## src/rtl/cache_line_word_sel.sv

```systemverilog
// Critical-word-first word selector for one cache line.
// A request latches a whole line and a start offset. The block then sends
// either that single word or all WORDS words, wrapping modulo WORDS.
//
// Handshake rules (both sides):
//   A transfer happens at a rising clk edge when valid && ready are both high.
//   A producer holding valid may not change its payload until that edge.
//   Valid never depends combinationally on ready.
//   in_ready is high only in IDLE; out_valid is high only in SEND.
module cache_line_word_sel #(
  parameter int WORD_W = 32,
  parameter int WORDS  = 4,
  localparam int OFF_W = $clog2(WORDS)
) (
  input  logic                    clk,
  input  logic                    rst,
  input  logic                    in_valid,
  output logic                    in_ready,
  input  logic [WORDS*WORD_W-1:0] in_line,
  input  logic [OFF_W-1:0]        in_offset,
  input  logic                    in_burst,
  output logic                    out_valid,
  input  logic                    out_ready,
  output logic [WORD_W-1:0]       out_data,
  output logic [OFF_W-1:0]        out_index,
  output logic                    out_last,
  output logic                    dbg_state
);

  typedef enum logic {S_IDLE = 1'b0, S_SEND = 1'b1} state_t;

  state_t                        r_state;
  logic [WORDS-1:0][WORD_W-1:0]  r_line;
  logic [OFF_W-1:0]              r_ptr;
  logic [OFF_W-1:0]              r_rem;

  logic w_accept;
  logic w_beat;
  logic w_last;

  assign in_ready  = (r_state == S_IDLE) && !rst;
  assign w_accept  = in_valid && in_ready;
  assign out_valid = (r_state == S_SEND);
  assign w_last    = (r_rem == '0);
  assign out_last  = out_valid && w_last;
  assign w_beat    = out_valid && out_ready;

  // In IDLE these show whatever the registers hold.
  // Reset clears the registers, so both read 0 during reset.
  assign out_data  = r_line[r_ptr];
  assign out_index = r_ptr;
  assign dbg_state = r_state;

  // Controller: latch a request in IDLE, then walk the line one beat at a time.
  // The pointer wraps for free because WORDS is a power of two.
  always_ff @(posedge clk or posedge rst) begin
    if (rst) begin
      r_state <= S_IDLE;
      r_line  <= '0;
      r_ptr   <= '0;
      r_rem   <= '0;
    end else begin
      case (r_state)
        S_IDLE: begin
          if (w_accept) begin
            r_line  <= in_line;
            r_ptr   <= in_offset;
            r_rem   <= in_burst ? OFF_W'(WORDS - 1) : '0;
            r_state <= S_SEND;
          end
        end
        S_SEND: begin
          if (w_beat) begin
            if (w_last) begin
              r_state <= S_IDLE;
            end else begin
              r_ptr <= r_ptr + OFF_W'(1);
              r_rem <= r_rem - OFF_W'(1);
            end
          end
        end
        default: r_state <= S_IDLE;
      endcase
    end
  end

endmodule

```

## config.mk

```make
export PLATFORM = sky130hd
export DESIGN_NAME = cache_line_word_sel
export DESIGN_NICKNAME = d
export VERILOG_FILES = /design/src/rtl/cache_line_word_sel.sv
export SDC_FILE = /design/constraint.sdc
export NUM_CORES = 1
export LEC_CHECK = 0
export ABC_AREA = 1
export BUFFER_PORTS_ARGS = -buffer_cell sky130_fd_sc_hd__buf_2
export CELL_PAD_IN_SITES_DETAIL_PLACEMENT = 0
export CELL_PAD_IN_SITES_GLOBAL_PLACEMENT = 1
export CORE_MARGIN = 3
export CORE_UTILIZATION = 38
export CTS_CLUSTER_SIZE = 10
export DETAILED_ROUTE_END_ITERATION = 10
export GPL_ROUTABILITY_DRIVEN = 0
export PLACE_DENSITY_LB_ADDON = 0.1
export SLEW_MARGIN = 0
export SYNTH_ARGS = -nofsm -noshare
export SYNTH_HDL_FRONTEND = slang
export SYNTH_SLANG_ARGS = --single-unit
```

## constraint.sdc

```tcl
create_clock -name clk -period 5.8 [get_ports clk]
set_input_delay 1.16 -clock clk [delete_from_list [all_inputs] [get_ports clk]]
set_output_delay 1.16 -clock clk [all_outputs]
set_load 0.05 [all_outputs]
```

==> metrics, run 1 <==
WL final=16500 µm; Leakage=4.06 nW; CTS H-tree lvls=4; maxcap violations=0; wire per inst=14.4 µm; FF/Latch Area=3330 µm²; total grt overflow=0; initial antenna violation count=0; CTS root buf=clkbuf_16; DR pass1 iterations=6; initial drt markers=397; chip width=around 130 µm; Synth area leader=dfrtp_1; Syn Inst Count=between 700 and 800; Std-Cell Rows=45; WP data required=4.64 ns; Period minus WS final=4.16 ns; Tightest Pin Transition=1.11 ns; GRT Util Overall=19.1%; syn_nets=904; Final setup viols=0; TNS Setup=0 ns; final net count=1051; Synth Warn #=0; number of port buffers=172; Final WS setup=1.64 ns; CTS tree=done; Cell Chain, Critical Path=inv_2 > buf_4 > o21ai_0 > o21ai_0 > buf_2; hpwl dp=~11000 µm; synthesized cell area=6100 µm²; first-pass GRT wire length=roughly 27000 µm; die area=17600 µm²; Power, Total=around 5.1 mW; multi-input logic area=2280 µm²; Setup crit end kind=primary output; DRC viols=0; post-synthesis sequential area ratio=54.6%; CTS max path bufs=2; crit-path max cell delay=0.71 ns; final worst path period share=71.7%; Starting Density=about 40%; setup repair after global routing missed its margin=no; num ports=173; Worst Setup Start Kind=flip-flop; Mapped Avg Cell Area=7.94 µm²; CTS Sinks=approximately 130; vias=5422; Place WS=2.03 ns; synthesis-to-layout area growth=24.1%; worst min path class=flip-flop to flip-flop; Crit path arrival time=3.00 ns; Post-Synth Simple-Gate Area=between 20% and 30%; multiplexer share of the synthesized area=0%; vias per cell=4.76; largest family of logic cells by synthesized area=simple AND/OR/NAND/NOR gates; PD cells=669 nW/µm²; Max FO, Critical Path=52; largest net degree at the start of global routing=approximately 120; post-CTS sizing=0; Worst-Skew Late Latency=0.41 ns; VDD IR-drop max=310 µV; XOR/XNOR Fraction of Synth Area=0%; relative slew slack=25.6%; Antenna Cells=0; WP buf/inv=3; vias in the first global route=5352; most frequent cells in the layout=341 x nand2_1, 172 x buf_2, 132 x dfrtp_1, 117 x o21ai_0, 37 x inv_1; Worst-path clk slew=0.05 ns; layout cells sized above 1=23.3%; Die Y=133 µm; Post-CTS Hold Buffers=0; top cells by area, synth=dfrtp_1 55%, nand2_1 21%, o21ai_0 9.6%, buf_6 3.1%, a21oi_1 2.6%; CTS buffer count=17; post-route antenna net violation count=0; Setup Buffers After CTS=0; crit path kind=flip-flop to primary output; synth unique cells=18; Most common cell on crit path=o21ai_0; CP top delay family=buffers and inverters; Filler cells=approximately 1600; compound-cell area share of the yosys netlist=13.3%; flops & latches, synth=133; status=finished, final reports clean; area share of the largest cell type after synthesis=54.6%; endpoints failing hold=0; core area=15400 µm²; Layout Skew=0.00428 ns; post-synthesis adder-cell area fraction=0.205%; f_max=between 200 and 250 MHz; slowest CP cell=inv_2; commonest non-fill, non-tap cell in the layout=nand2_1; Max Transition Viols Final=0
## area by class of cell
| class | instances | share of cell area [%] |
|---|---|---|
| clock inverters | 8 | 1.55 |
| well taps | 211 | 3.49 |
| multi-input cells | 545 | 30.1 |
| flip-flops and latches | 133 | 44.0 |
| clock buffers | 24 | 6.89 |
| repair buffers | 177 | 11.9 |
| inverters | 41 | 2.13 |
## kinds of logic (layout without fill, tap and decap cells)
kind of cell             Yosys count  count (layout)
adder cells (fa/ha/maj)            1               1
buffers and inverters             90             250
AO/OA/AOI/OAI                    162             162
flip-flops                       133             133
AND/OR/NAND/NOR                  382             382
## registers in the layout, summed over array words and instances, names as in the netlist
name / count
dbg_state: 1
r_rem: 2
out_index: 2
r_line: 128
## power by group
part / total, mW / switching (mW) / internal, mW
clock: 1.14 / 0.387 / 0.754
sequential: 1.65 / 0.261 / 1.39
combinational: 2.27 / 1.68 / 0.592
## final timing paths
path | startpoint | end | slack (ns) | cells past startpoint
max in group asynchronous | rst | r_line[80]$_DFFE_PP0P_ | 3.65 | 3
worst min-delay path | r_line[124]$_DFFE_PP0P_ | r_line[124]$_DFFE_PP0P_ | 0.47 | 2
worst max register to register | dbg_state$_DFF_PP0_ | r_line[93]$_DFFE_PP0P_ | 3.06 | 6
worst min register to register | r_line[124]$_DFFE_PP0P_ | r_line[124]$_DFFE_PP0P_ | 0.47 | 2
min in group asynchronous | rst | r_line[17]$_DFFE_PP0P_ | 0.89 | 2
worst max-delay path | out_index[0]$_DFFE_PP0P_ | out_data[16] | 1.64 | 5
## through the flow
stage	hold WS, ns	cell area, µm²	cells	util, %
finish	0.470	7570	1139	49.1
global route	0.487	7570	1139	49.1
CTS	0.475	7570	1139	49.1
detailed placement	0.459	6930	1107	44.9
global placement	0.457	6930	1107	44.9
floorplan	0.442	6100	768	-
## cell usage after synthesis, drive strengths merged
master	number
o21ai	129
buf	35
nand3	5
inv	41
clkbuf	14
dfrtp	133
a21oi	32
ha	1
nor2	35
o22ai	1
nand2	342
## per-layer routing
layer	up-vias	routed length, µm	share of wire, %	GRT usage [%]
met1	2524	7790	47	26.7
met2	180	7290	44	29.0
met3	12	1180	7.2	5.29
met5	-	0	0	0
met4	0	189	1.1	6.18
li1	2706	-	-	-
## worst min-delay path, cell delays in order (launching register included)
cell and delay (ns):
dfrtp_1 0.33, nand2_1 0.05, nand2_1 0.06
No activity file was read; power rests on OpenSTA's default activity.
==> run 2: changes to the inputs <==
--- a/config.mk
+++ b/config.mk
@@ -5,12 +5,12 @@
 export SDC_FILE = /design/constraint.sdc
 export NUM_CORES = 1
 export LEC_CHECK = 0
-export ABC_AREA = 1
+export ABC_AREA = 0
 export BUFFER_PORTS_ARGS = -buffer_cell sky130_fd_sc_hd__buf_2
 export CELL_PAD_IN_SITES_DETAIL_PLACEMENT = 0
 export CELL_PAD_IN_SITES_GLOBAL_PLACEMENT = 1
 export CORE_MARGIN = 3
-export CORE_UTILIZATION = 38
+export CORE_UTILIZATION = 35
 export CTS_CLUSTER_SIZE = 10
 export DETAILED_ROUTE_END_ITERATION = 10
 export GPL_ROUTABILITY_DRIVEN = 0
==> constraint.sdc (replaced) <==
create_clock -name clk -period 3.5 [get_ports clk]
set_input_delay 0.7 -clock clk [delete_from_list [all_inputs] [get_ports clk]]
set_output_delay 0.7 -clock clk [all_outputs]
set_load 0.05 [all_outputs]
==> run 2 against run 1 <==
Against the previous run:
- power grew 64%
- die area increased by 5.0%
- global-route usage fell by 2.6 points
- critical path type unchanged
- critical endpoint is now out_data[24]
- largest power group unchanged
==> metrics, run 2 <==
met1 usage=22.3%; Max FO, Critical Path=21; relative slew slack=38.7%; maxcap violations=0; Top reg by flops=r_line; Post-CTS Hold Buffers=0; number of port buffers=about 170; endpoints failing hold=0; flops & latches, synth=133; initial drt markers=approximately 240; Cell Count, Final, Fillers Out=1002; PD cells=1100 nW/µm²; largest family of logic cells by synthesized area=simple AND/OR/NAND/NOR gates; critical path launch point=out_index[0]$_DFFE_PP0P_; Layout Skew=0.0113 ns; synthesized cell area=5910 µm²; Top Usage Layer GRT=met2; final net count=approximately 910; CTS max path bufs=2; Starting Density=36.4%; Period minus WS final=approximately 2.9 ns; DR pass1 iterations=4; setup repair after global routing missed its margin=no; wire per inst=14.7 µm; WP data required=~2.8 ns; Std-Cell Rows=46; vias=around 4600; Largest register FFs=128; crit path kind=flip-flop to primary output; met2 Use GR=roughly 25%; CTS H-tree lvls=4; WL final=14800 µm; Tightest Pin Transition=0.919 ns; Antenna Cells=0; Die Y=136 µm; vias in the first global route=4699; CTS Sinks=133; VDD IR-drop max=679 µV; hpwl dp=9980 µm; GRT Util Overall=16.5%; initial antenna violation count=2; compound-cell area share of the yosys netlist=less than 1%; chip width=136 µm; Worst Reg-to-Reg Cells=4; CTS buffer count=17; Setup crit end kind=primary output; CTS tree=done; Post-synth ARST share=100%; Place WS=1.00 ns; commonest non-fill, non-tap cell in the layout=nand2_1; post-synthesis sequential area ratio=56.3%; Syn Inst Count=613; Worst Setup Start Kind=flip-flop; Mapped Avg Cell Area=9.65 µm²; Final WS setup=0.625 ns; post-synthesis adder-cell area fraction=0.212%; num ports=173; top cells by area, synth=dfrtp_1 56%, nand2_1 24%, mux4_2 12%, buf_6 2.1%, buf_2 1.4%; XOR/XNOR Fraction of Synth Area=0%; Final setup viols=0; Inst Count DP=970; area share of the largest cell type after synthesis=56.3%; CTS root buf=clkbuf_16; largest net degree at the start of global routing=between 80 and 90; Max Transition Viols Final=0; total grt overflow=0; Post-synth EDFFs=0; Synth Warn #=0; synth cell count leaders=386 x nand2_1, 133 x dfrtp_1, 32 x mux4_2; met3 GRT Util=5.85%; synthesis-to-layout area growth=27.6%; Top FF cell, synth=dfrtp_1; post-route antenna net violation count=0; worst min path class=input port to asynchronous set/reset pin; syn_nets=749; Worst-Skew Late Latency=about 0.42 ns; Leakage=about 4 nW; synth unique cells=24; most common cell in the netlist=nand2_1; R2R Setup Slk=1.36 ns; post-CTS sizing=0; multiplexer share of the synthesized area=12.7%; Worst-path clk slew=around 0.060 ns; reg-to-reg endpoint=out_index[0]$_DFFE_PP0P_; DRC viols=0; most frequent cells in the layout=386 x nand2_1, 172 x buf_2, 131 x dfrtp_1, 32 x mux4_2, 17 x clkbuf_16; die area=18500 µm²; status=finished, final reports clean; core area=16200 µm²; Crit path arrival time=2.18 ns; Setup Buffers After CTS=0; first-pass GRT wire length=23700 µm; Synth area leader=dfrtp_1; vias per cell=4.58; f_max=348 MHz; layout cells sized above 1=31.8%; Post-Synth Simple-Gate Area=about 26%; final worst path period share=82.1%; TNS Setup=0 ns; Worst R2R Start=dbg_state$_DFF_PP0_
[run 2: cell count changes in the layout (fill, tap and decap cells not counted), moves of 3 or more]
cell | before | now
clkbuf_8 | 7 | 3
mux4_2 | 0 | 32
a21oi_1 | 32 | 0
o21ai_0 | 117 | 1
o21ai_1 | 12 | 0
buf_12 | 0 | 3
clkinv_4 | 0 | 3
nand3_1 | 5 | 1
nand2_1 | 341 | 386
nor2_1 | 34 | 3
inv_1 | 37 | 2
[run 2: per-stage QoR]
stage | total power, mW | instance area, µm² | utilization [%] | hold WS [ns]
final | 8.30 | 7550 | 46.5 | 0.439
after global routing | 8.82 | 7550 | 46.5 | 0.452
after CTS | 8.42 | 7550 | 46.5 | 0.440
after detailed placement | 6.47 | 6910 | 42.5 | 0.457
after global placement | 6.41 | 6910 | 42.5 | 0.452
after floorplan | 5.64 | 5920 | - | 0.440
[run 2: cell families (layout without fill, tap and decap cells)]
family | Yosys count | in the layout
mux | 35 | 35
flops | 133 | 133
buf+inv | 42 | 215
compound gates | 6 | 6
fa+ha+maj | 1 | 1
simple gates | 396 | 396
[run 2: critical path: stages, from the launching register on]
cell and delay [ns]:
dfrtp_2 0.71, buf_12 0.28, mux4_2 0.54, buf_2 0.23
[run 2: worst max-delay path by stage]
stage,to,slack (ns)
finish,out_data[24],0.62
global placement,out_data[16],1.01
floorplan,out_data[0],0.91
detailed placement,out_data[16],1.00
CTS,out_data[16],0.54
global route,out_data[16],0.47
[run 2: layout make-up]
cell class	instances	area, µm²
Tap cell	216	270
Clock buffer	20	467
Inverter	3	15.0
Sequential cell	133	3330
Clock inverter	12	176
Fill cell	1625	8680
Timing Repair Buffer	180	958
Multi-Input combinational cell	438	2330
[run 2: power breakdown]
group          switching [mW]  internal [mW]
Clock                   0.663           1.25
Combinational            2.31           1.24
Sequential              0.545           2.30
Total                    3.52           4.79
[run 2: metal layers]
metal | share of wire [%] | routed length (µm)
met3 | 6.6 | 969
met4 | 1.1 | 157
met2 | 46 | 6780
met1 | 46 | 6810
met5 | 0.23 | 34
==> run 3: changes to the inputs <==
--- a/config.mk
+++ b/config.mk
@@ -10,7 +10,7 @@
 export CELL_PAD_IN_SITES_DETAIL_PLACEMENT = 0
 export CELL_PAD_IN_SITES_GLOBAL_PLACEMENT = 1
 export CORE_MARGIN = 3
-export CORE_UTILIZATION = 35
+export CORE_UTILIZATION = 39
 export CTS_CLUSTER_SIZE = 10
 export DETAILED_ROUTE_END_ITERATION = 10
 export GPL_ROUTABILITY_DRIVEN = 0
==> constraint.sdc (replaced) <==
create_clock -name clk -period 2.8 [get_ports clk]
set_input_delay 0.56 -clock clk [delete_from_list [all_inputs] [get_ports clk]]
set_output_delay 0.56 -clock clk [all_outputs]
set_load 0.05 [all_outputs]
==> run 3 against run 2 <==
Against the previous run:
- non-clock buffer count increased by 3
- combinational power increased by 29%
- cell area is 0.58% higher
- via count is 0.63% lower
- worst hold slack got worse by 0.35 ns
- largest power group unchanged
==> metrics, run 3 (synthesis gave the netlist of run 2 again) <==
status=finished, final reports clean; post-route antenna net violation count=0; Die Y=129 µm; vias=4556; WP data required=2.24 ns; f_max=between 300 and 400 MHz; CTS H-tree lvls=4; vias per cell=4.69; Max Transition Viols Final=0; Worst-Skew Late Latency=between 0.4 and 0.5 ns; PD cells=1410 nW/µm²; final worst path period share=90.6%; CTS max path bufs=2; final net count=912; Leakage=around 4.1 nW; Final setup viols=0; Std-Cell Rows=44; CTS Sinks=between 100 and 150; vias in the first global route=between 4000 and 5000; VDD IR-drop max=about 890 µV; Setup Buffers After CTS=0; most frequent cells in the layout=386 x nand2_1, 172 x buf_2, 131 x dfrtp_1, 32 x mux4_2, 17 x clkbuf_16; utilization after layout=about half; Hold WS=0.0854 ns; Starting Density=around 40%; Top reg by flops=r_line; wire per inst=15.4 µm; CTS root buf=clkbuf_16; Layout Skew=0.00787 ns; initial antenna violation count=2; Inst Count DP=941; TNS Setup=0 ns; num ports=about 170; Worst Setup Start Kind=flip-flop; number of port buffers=172; DRC viols=0; maxcap violations=0; initial drt markers=roughly 240; total grt overflow=0; hpwl dp=10100 µm; Crit path arrival time=1.98 ns; relative slew slack=51.3%; commonest non-fill, non-tap cell in the layout=nand2_1; Antenna Cells=0; Setup crit end kind=primary output; chip width=129 µm; largest net degree at the start of global routing=76; core area=between 10000 and 15000 µm²; layout cells sized above 1=31.9%; Cell Count, Final, Fillers Out=972; post-CTS sizing=0; DR pass1 iterations=4; first-pass GRT wire length=24100 µm; Place WS=0.658 ns; CTS buffer count=17; endpoints failing hold=0; die area=~17000 µm²; synthesis-to-layout area growth=28.4%; Worst-path clk slew=0.06 ns; crit path kind=flip-flop to primary output; Final WS setup=~0.26 ns; CTS tree=done; GRT Util Overall=between 10% and 20%; Largest register FFs=128; worst min path class=input port to asynchronous set/reset pin; setup repair after global routing missed its margin=no; WL final=14900 µm; Post-CTS Hold Buffers=0; Period minus WS final=2.54 ns; Max FO, Critical Path=21; Tightest Pin Transition=0.730 ns
[run 3: cell types whose count changed in the layout (fill, tap and decap cells not counted)]
cell        delta
clkinvlp_4     -2
clkbuf_8       +1
clkbuf_1       +1
clkinv_4       -3
buf_4          +3
bufinv_16      +3
clkinv_2       -1
[run 3: metrics by stage]
stage / instance area, µm² / power [mW]
after floorplan: 5920 / 7.06
after global placement: 6890 / 8.01
after detailed placement: 6890 / 8.11
after CTS: 7590 / 10.8
after global routing: 7590 / 11.3
final: 7590 / 10.7
[run 3: worst paths after layout]
| check | startpoint | to | slack [ns] | depth (start not counted) |
|---|---|---|---|---|
| max in group asynchronous | rst | r_line[103]$_DFFE_PP0P_ | 2.08 | 3 |
| max | out_index[0]$_DFFE_PP0P_ | out_data[17] | 0.26 | 3 |
| min in group clk | in_line[125] | r_line[125]$_DFFE_PP0P_ | 0.33 | 3 |
| max reg2reg | dbg_state$_DFF_PP0_ | r_line[35]$_DFFE_PP0P_ | 0.84 | 4 |
| min | rst | r_rem[0]$_DFFE_PP0P_ | 0.09 | 2 |
| min reg2reg | r_line[122]$_DFFE_PP0P_ | r_line[122]$_DFFE_PP0P_ | 0.47 | 2 |
[run 3: cell type report]
type / count / area, µm²
fill: 1416 / 7110
sequential: 133 / 3330
multi-input combinational: 438 / 2330
timing repair buffer: 183 / 981
clock buffer: 22 / 484
tap: 184 / 230
clock inverter: 9 / 220
inverter: 3 / 15.0
[run 3: worst max-delay path, cell delays in order (launching register included)]
cell and delay (ns):
dfrtp_2 0.35, buf_4 0.40, mux4_2 0.58, buf_2 0.23
[run 3: power by group]
group / total (mW) / switching, mW / internal, mW
clock: 2.64 / 0.796 / 1.85
combinational: 4.58 / 3.02 / 1.55
sequential: 3.45 / 0.576 / 2.88
total: 10.7 / 4.40 / 6.28
[run 3: routing by layer]
| metal | wire (µm) | global-route usage, % |
|---|---|---|
| met1 | 6820 | 25.7 |
| met2 | 6940 | 28.3 |
| met3 | 1010 | 6.60 |
| met4 | 127 | 5.00 |
| met5 | 27 | 0 |
